`src/rtl/qspi_slv_pkg.sv`:
```
// Shared types and helpers for the SPI slave engine: lane modes, FSM state,
// debug view of the controller, lane-count decode and a bitwise CRC-8 step.
package qspi_slv_pkg;

  typedef enum logic [1:0] {
    QSPI_SINGLE = 2'd0,
    QSPI_DUAL   = 2'd1,
    QSPI_QUAD   = 2'd2
  } qspi_mode_e;

  typedef enum logic {
    ST_IDLE   = 1'b0,
    ST_ACTIVE = 1'b1
  } qspi_state_e;

  typedef struct packed {
    qspi_state_e state;
    logic [1:0]  mode;
  } qspi_dbg_t;

  function automatic logic [2:0] lanes_of(input logic [1:0] mode);
    case (mode)
      QSPI_DUAL: return 3'd2;
      QSPI_QUAD: return 3'd4;
      default:   return 3'd1;
    endcase
  endfunction

  // One MSB-first CRC-8 step, polynomial x^8 + x^2 + x + 1 (0x07).
  function automatic logic [7:0] crc8_bit(input logic [7:0] crc, input logic b);
    logic fb;
    fb = crc[7] ^ b;
    return {crc[6:0], 1'b0} ^ (fb ? 8'h07 : 8'h00);
  endfunction

endpackage

```
`src/rtl/qspi_slv_sync.sv`:
```
// Multi-flop synchroniser for asynchronous pad inputs, with rise/fall pulses
// derived from the last two synchronised samples.
module qspi_slv_sync #(
  parameter int   WIDTH   = 1,
  parameter int   STAGES  = 2,
  parameter logic RST_VAL = 1'b0
) (
  input  logic             clk,
  input  logic             rst,
  input  logic [WIDTH-1:0] d,
  output logic [WIDTH-1:0] q,
  output logic [WIDTH-1:0] rise,
  output logic [WIDTH-1:0] fall
);

  logic [WIDTH-1:0] chain [STAGES];
  logic [WIDTH-1:0] prev;

  always_ff @(posedge clk) begin
    if (rst) begin
      for (int i = 0; i < STAGES; i++) chain[i] <= {WIDTH{RST_VAL}};
      prev <= {WIDTH{RST_VAL}};
    end else begin
      chain[0] <= d;
      for (int i = 1; i < STAGES; i++) chain[i] <= chain[i-1];
      prev <= chain[STAGES-1];
    end
  end

  assign q    = chain[STAGES-1];
  assign rise = q & ~prev;
  assign fall = ~q & prev;

endmodule

```
`src/rtl/qspi_slave_engine.sv`:
```
// SPI mode-0 slave datapath with run-time 1/2/4 lane selection, oversampled pads,
// valid/ready RX and TX word ports. Define QSPI_SLV_CRC8_EN to add crc_o.
//
// Handshakes: rx_data_o is transferred on any cycle where rx_valid_o && rx_ready_i;
// rx_valid_o then stays high only if a new word lands in that same cycle. On the TX
// side the engine pulls: tx_ready_o pulses for one cycle on the edge tx_data_i is taken.
module qspi_slave_engine
  import qspi_slv_pkg::*;
#(
  parameter int DATA_W      = 32,
  parameter int MAX_LANES   = 4,
  parameter int SYNC_STAGES = 2
) (
  input  logic                 clk_i,
  input  logic                 rst_i,
  input  logic                 spi_cs_i,
  input  logic                 spi_sclk_i,
  input  logic [MAX_LANES-1:0] spi_sdi_i,
  output logic [MAX_LANES-1:0] spi_sdo_o,
  output logic [MAX_LANES-1:0] spi_sdo_oe_o,
  input  logic [1:0]           mode_i,
  output logic [1:0]           spi_mode_o,
  output logic                 frame_active_o,
  output logic [DATA_W-1:0]    rx_data_o,
  output logic                 rx_valid_o,
  input  logic                 rx_ready_i,
  input  logic [DATA_W-1:0]    tx_data_i,
  input  logic                 tx_valid_i,
  output logic                 tx_ready_o,
  output logic                 rx_overflow_o,
  output logic                 tx_underflow_o,
  input  logic                 err_clr_i
`ifdef QSPI_SLV_CRC8_EN
  ,
  output logic [7:0]           crc_o
`endif
);

  localparam int CW = $clog2(DATA_W + 1);

  logic                 cs_q, cs_rise_unused, cs_fall;
  logic                 sclk_q_unused, sclk_rise, sclk_fall;
  logic [MAX_LANES-1:0] sdi_q, sdi_rise_unused, sdi_fall_unused;

  qspi_slv_sync #(.WIDTH(1), .STAGES(SYNC_STAGES), .RST_VAL(1'b1)) u_cs_sync (
    .clk(clk_i), .rst(rst_i), .d(spi_cs_i), .q(cs_q), .rise(cs_rise_unused), .fall(cs_fall)
  );
  qspi_slv_sync #(.WIDTH(1), .STAGES(SYNC_STAGES), .RST_VAL(1'b0)) u_sclk_sync (
    .clk(clk_i), .rst(rst_i), .d(spi_sclk_i), .q(sclk_q_unused), .rise(sclk_rise), .fall(sclk_fall)
  );
  qspi_slv_sync #(.WIDTH(MAX_LANES), .STAGES(SYNC_STAGES), .RST_VAL(1'b0)) u_sdi_sync (
    .clk(clk_i), .rst(rst_i), .d(spi_sdi_i), .q(sdi_q), .rise(sdi_rise_unused), .fall(sdi_fall_unused)
  );

  qspi_state_e       state;
  logic [CW-1:0]     bit_cnt, cnt_next;
  logic [DATA_W-1:0] rx_shift, rx_next, tx_shift, tx_next;
  logic              frame_start, word_done, tx_take;
  logic [3:0]        sdo4, oe4;
  qspi_dbg_t         dbg_unused;

  assign dbg_unused  = '{state: state, mode: spi_mode_o};
  assign cnt_next    = bit_cnt + CW'(lanes_of(spi_mode_o));
  assign frame_start = (state == ST_IDLE) && cs_fall;
  assign word_done   = sclk_rise && (cnt_next == CW'(DATA_W));
  // A falling edge seen with the counter at zero follows a word boundary.
  assign tx_take     = frame_start ||
                       ((state == ST_ACTIVE) && !cs_q && sclk_fall && (bit_cnt == '0));

  always_comb begin
    rx_next = {rx_shift[DATA_W-2:0], sdi_q[0]};
    tx_next = {tx_shift[DATA_W-2:0], 1'b0};
    case (spi_mode_o)
      QSPI_DUAL: begin
        rx_next = {rx_shift[DATA_W-3:0], sdi_q[1:0]};
        tx_next = {tx_shift[DATA_W-3:0], 2'b00};
      end
      QSPI_QUAD: begin
        rx_next = {rx_shift[DATA_W-5:0], sdi_q[3:0]};
        tx_next = {tx_shift[DATA_W-5:0], 4'b0000};
      end
      default: ;
    endcase
  end

  always_comb begin
    sdo4 = 4'b0000;
    oe4  = 4'b0000;
    if (state == ST_ACTIVE) begin
      case (spi_mode_o)
        QSPI_DUAL: begin
          sdo4 = {2'b00, tx_shift[DATA_W-1 -: 2]};
          oe4  = 4'b0011;
        end
        QSPI_QUAD: begin
          sdo4 = tx_shift[DATA_W-1 -: 4];
          oe4  = 4'b1111;
        end
        default: begin
          sdo4 = {2'b00, tx_shift[DATA_W-1], 1'b0};
          oe4  = 4'b0010;
        end
      endcase
    end
  end

  assign spi_sdo_o    = MAX_LANES'(sdo4);
  assign spi_sdo_oe_o = MAX_LANES'(oe4);

`ifdef QSPI_SLV_CRC8_EN
  logic [7:0] crc_r;

  function automatic logic [7:0] crc8_word(input logic [7:0] crc, input logic [DATA_W-1:0] w);
    logic [7:0] c;
    c = crc;
    for (int i = DATA_W - 1; i >= 0; i--) c = crc8_bit(c, w[i]);
    return c;
  endfunction

  always_ff @(posedge clk_i) begin
    if (rst_i || frame_start) crc_r <= 8'h00;
    else if ((state == ST_ACTIVE) && !cs_q && word_done) crc_r <= crc8_word(crc_r, rx_next);
  end

  assign crc_o = crc_r;
`endif

  always_ff @(posedge clk_i) begin
    if (rst_i) begin
      state          <= ST_IDLE;
      spi_mode_o     <= 2'd0;
      frame_active_o <= 1'b0;
      bit_cnt        <= '0;
      rx_shift       <= '0;
      tx_shift       <= '0;
      rx_data_o      <= '0;
      rx_valid_o     <= 1'b0;
      tx_ready_o     <= 1'b0;
      rx_overflow_o  <= 1'b0;
      tx_underflow_o <= 1'b0;
    end else begin
      tx_ready_o <= 1'b0;
      if (err_clr_i) begin
        rx_overflow_o  <= 1'b0;
        tx_underflow_o <= 1'b0;
      end
      if (rx_valid_o && rx_ready_i) rx_valid_o <= 1'b0;

      case (state)
        ST_IDLE: begin
          if (cs_fall) begin
            state          <= ST_ACTIVE;
            frame_active_o <= 1'b1;
            spi_mode_o     <= (mode_i == 2'd3) ? 2'd0 : mode_i;
            bit_cnt        <= '0;
            rx_shift       <= '0;
          end
        end
        default: begin
          if (cs_q) begin
            state          <= ST_IDLE;
            frame_active_o <= 1'b0;
            bit_cnt        <= '0;
            rx_shift       <= '0;
            tx_shift       <= '0;
          end else begin
            if (sclk_rise) begin
              rx_shift <= rx_next;
              bit_cnt  <= word_done ? '0 : cnt_next;
              if (word_done) begin
                if (!rx_valid_o || rx_ready_i) begin
                  rx_data_o  <= rx_next;
                  rx_valid_o <= 1'b1;
                end else begin
                  rx_overflow_o <= 1'b1;
                end
              end
            end
            if (sclk_fall && (bit_cnt != '0)) tx_shift <= tx_next;
          end
        end
      endcase

      // Pulled last so a fresh error overrides a same-cycle clear.
      if (tx_take) begin
        if (tx_valid_i) begin
          tx_shift   <= tx_data_i;
          tx_ready_o <= 1'b1;
        end else begin
          tx_shift       <= '0;
          tx_underflow_o <= 1'b1;
        end
      end
    end
  end

endmodule

```
`config.mk`:
```
export PLATFORM = sky130hd
export DESIGN_NAME = qspi_slave_engine
export DESIGN_NICKNAME = d
export VERILOG_FILES = /design/src/rtl/qspi_slv_pkg.sv /design/src/rtl/qspi_slv_sync.sv /design/src/rtl/qspi_slave_engine.sv
export SDC_FILE = /design/constraint.sdc
export NUM_CORES = 1
export LEC_CHECK = 0
export CORE_MARGIN = 3
export CORE_UTILIZATION = 49
export DETAILED_ROUTE_END_ITERATION = 10
export GPL_TIMING_DRIVEN = 0
export PLACE_DENSITY = 0.76
export SLEW_MARGIN = 0
export SYNTH_ARGS = -nofsm -noshare
export SYNTH_HDL_FRONTEND = slang
export SYNTH_SLANG_ARGS = --single-unit
```
`constraint.sdc`:
```
create_clock -name clk_i -period 2.8 [get_ports clk_i]
set_clock_uncertainty 0.15 [all_clocks]
set_input_delay 0.84 -clock clk_i [delete_from_list [all_inputs] [get_ports clk_i]]
set_output_delay 0.84 -clock clk_i [all_outputs]
set_load 0.02 [all_outputs]
```
==> metrics.yaml <==
logic_synthesis:
  synthFlopType: "dfxtp_1"
  yosysSeqAreaShare_pct: 39.7
  synth_edf_count: 0
  async_reset_ff_share_pct: 0
  synthCells: 785
  syn-cell-area_um2: 6200
  ys_seq_elements: 123
  yosys_warnings: 0
  post_synth.cell_area_avg_um2: 7.90
  syn_nets: 837
  ys_types: 52
drt:
  routed-via-count: 6290
  viasPerCell: 5.80
  post_drt_wl_per_cell_um: 16.7
  drtAntennaViolNets: 0
  routed_wl_mm: 18.1
  first_iter_violations: 543
  drtPass1Iterations: 6
  drcViolationCount: 0
finish:
  num-fill-cells: 1071
  utilization_pct: 66.8
  diodes: 0
  drive_gt1_share_pct: 10.3
  fin_cells: 1084
  area_growth_pct: 31.5
  final_nets: 959
  seq_area_um2: 2470
  multi_input_area_um2: 3440
power_and_ir_drop:
  sw_frac_of_total_pct: 23.2
  intPower_uw: 3180
  clockPowerShare_pct: 47.6
  power_density_nw_per_um2: 508
  p_seq_share_pct: 44.3
  power_switching_uw: 963
  combPwrFrac_pct: 8.1
  p_leak_uw: 0.00291
  peakVddDrop_mv: 0.346
floorplan:
  io_pins: 92
  num_rows: 40
  coreArea_um2: 12200
  dieArea_um2: 14000
  die_x_um: 119
  start_util_pct: 50.8
  die_y_um: 119
placed_design:
  placed_cells: 1043
  io_buffers: 90
  pre_cts_ws_ps: -683
  gp_congestion: 0.936
  hpwl_mm: 13.1
clocking:
  numClockSinks: 123
  cts_made_buffers: 17
  htreeDepth: 4
  clock_tree.root_cell: "clkbuf_16"
  max-clock-path-buffers: 2
  cts_tree: "yes"
  clkLatencyLatePin_ps: 420
  clk_pin_slew_ps: 50
setup_path:
  path_class: "reg -> reg"
  path_cells: "inv_2, ha_4, ha_4, inv_2, fa_1, nand4bb_1, nor4b_4, o2111ai_4, buf_12, buf_8, mux2i_2"
  crit_slowest_cell: "fa_1"
  worst-path-buf-inv: 4
  path_delay_family: "adder cells"
  worstPathRequired_ps: 2950
  reg2regPathDepth: 11
  cp-end-kind: "flip-flop"
  arrival_ps: 3000
  cp_slowest_stage_delay_ps: 530
  cp_max_fo: 6
  crit_path_start_kind: "flip-flop"
  crit_cells: 11
flow_run:
  maxCapViolCount: 0
sta:
  finalHoldViolations: 0
  slew_headroom_pct: 53.9
  setup-tns-final_ps: -252
  worst_slew_pin_slew_ps: 692
  setup_slack_ps: -43.1
  rsz0062_at_grt: "true"
  fmax_mhz: 352
  finalCritPeriodShare_pct: 102
  setup_viol: 24
  min_period_ps: 2840
  drv_slew: 0
grt:
  grt_max_degree: 20
  grt_pass1_wl_mm: 30.2
  track_usage_pct: 26.2
  grt_antenna_before_repair: 0
  grt_overflow: 0
  grt_pass1_vias: 6195
worst_hold_path:
  hold_depth: 1
  hold_class: "reg -> reg"
status:
  violations: "negative setup slack"
  status: "complete, but fails checks"
cells in the mapped netlist, types with 6 or more instances:
library cell | count | area share, %
nand2_1 | 134 | 8.1
dfxtp_1 | 123 | 40
a22oi_1 | 89 | 11
o21ai_0 | 79 | 6.4
clkbuf_1 | 58 | 3.5
a21oi_1 | 54 | 4.4
nor2_1 | 53 | 3.2
mux2i_1 | 33 | 5.3
nand3_1 | 31 | 2.5
nor2b_1 | 20 | 2.0
a211oi_1 | 15 | 1.8
buf_2 | 9 | 0.73
inv_1 | 8 | 0.48
nand2b_1 | 7 | 0.71
ha_1 | 6 | 1.2
layout make-up:
cell class,count,share of cell area (%)
inverter,8,0.368
clock inverter,2,0.123
tap,168,2.58
clock buffer,26,6.36
multi-input combinational,575,42.1
timing repair buffer,107,13.3
sequential,123,30.3
buffer,75,4.92
power groups by stage:
stage	registers (uW)	logic (uW)	clock network, uW
5_1_grt	1840	371	2070
2_1_floorplan	1860	184	0
6_report	1840	335	1970
4_1_cts	1830	326	2000
3_5_place_dp	1870	317	0
3_3_place_gp	1870	309	0
routing by layer:
layer	routed length, um	part of all wire (%)	up-vias	GRT usage, %
li1	-	-	3036	-
met1	7640	42	2927	33.2
met2	8600	48	280	42.2
met3	1310	7.3	47	6.56
met4	533	2.9	0	11.8
met5	0	0	-	0
state kept, by name, summed over array words and instances, names as in the netlist, 2 cells and up:
| signal | flops |
|---|---|
| tx_shift | 32 |
| u_cs_sync.chain | 2 |
| rx_shift | 31 |
| bit_cnt | 6 |
| rx_data_o | 32 |
| u_sclk_sync.chain | 2 |
| spi_mode_o | 2 |
| u_sdi_sync.chain | 8 |
logic make-up after synthesis:
group | share of synthesized area, %
AOI/OAI and AO/OA | 26.7
muxes | 5.32
and+or+nand+nor | 20.3
buffers and inverters | 6.11
adders and majority gates | 1.53
DFF | 39.7
xor gates and xnor gates | 0.282
path summary, 6_finish.rpt:
check | end | startpoint | slack (ps)
worst max-delay path | rx_data_o[8] | spi_mode_o[0] | -40
worst min-delay path | u_cs_sync.chain[0][1] | u_cs_sync.chain[0][0] | 260
worst max register to register | rx_data_o[8] | spi_mode_o[0] | -40
worst min register to register | u_cs_sync.chain[0][1] | u_cs_sync.chain[0][0] | 260
what timing repair did:
item                       in CTS  in global routing
resized for setup              54                  8
setup endpoints to repair      37                 35
pin swaps                       3                  6
cloned                          3                  0
setup buffers                   7                  8
hold buffers                    0                  0
layout by cell type (no fill, tap or decap), types with 3 or more instances in the layout:
| cell type | n |
|---|---|
| a211oi_1 | 15 |
| a21oi_1 | 54 |
| a22oi_1 | 88 |
| a31o_2 | 3 |
| and2_1 | 3 |
| and3_1 | 4 |
| buf_1 | 4 |
| buf_2 | 9 |
| buf_4 | 17 |
| buf_6 | 4 |
| buf_8 | 3 |
| clkbuf_1 | 54 |
| clkbuf_16 | 18 |
| clkbuf_8 | 8 |
| clkdlybuf4s50_1 | 83 |
| dfxtp_1 | 120 |
| dlygate4sd2_1 | 3 |
| ha_1 | 3 |
| ha_4 | 3 |
| inv_1 | 6 |
| mux2i_1 | 31 |
| nand2_1 | 134 |
| nand2b_1 | 7 |
| nand3_1 | 31 |
| nand3b_1 | 3 |
| nor2_1 | 53 |
| nor2b_1 | 18 |
| o21ai_0 | 78 |
| or2_2 | 3 |
per-stage QoR:
step | hold slack (ps) | cell area (um^2) | total power (uW)
6_report | 258 | 8160 | 4150
5_1_grt | 275 | 8160 | 4280
4_1_cts | 256 | 8100 | 4160
3_5_place_dp | 248 | 7330 | 2190
3_3_place_gp | 246 | 7330 | 2180
2_1_floorplan | 239 | 6220 | 2040
No activity file was read; power rests on OpenSTA's default activity.
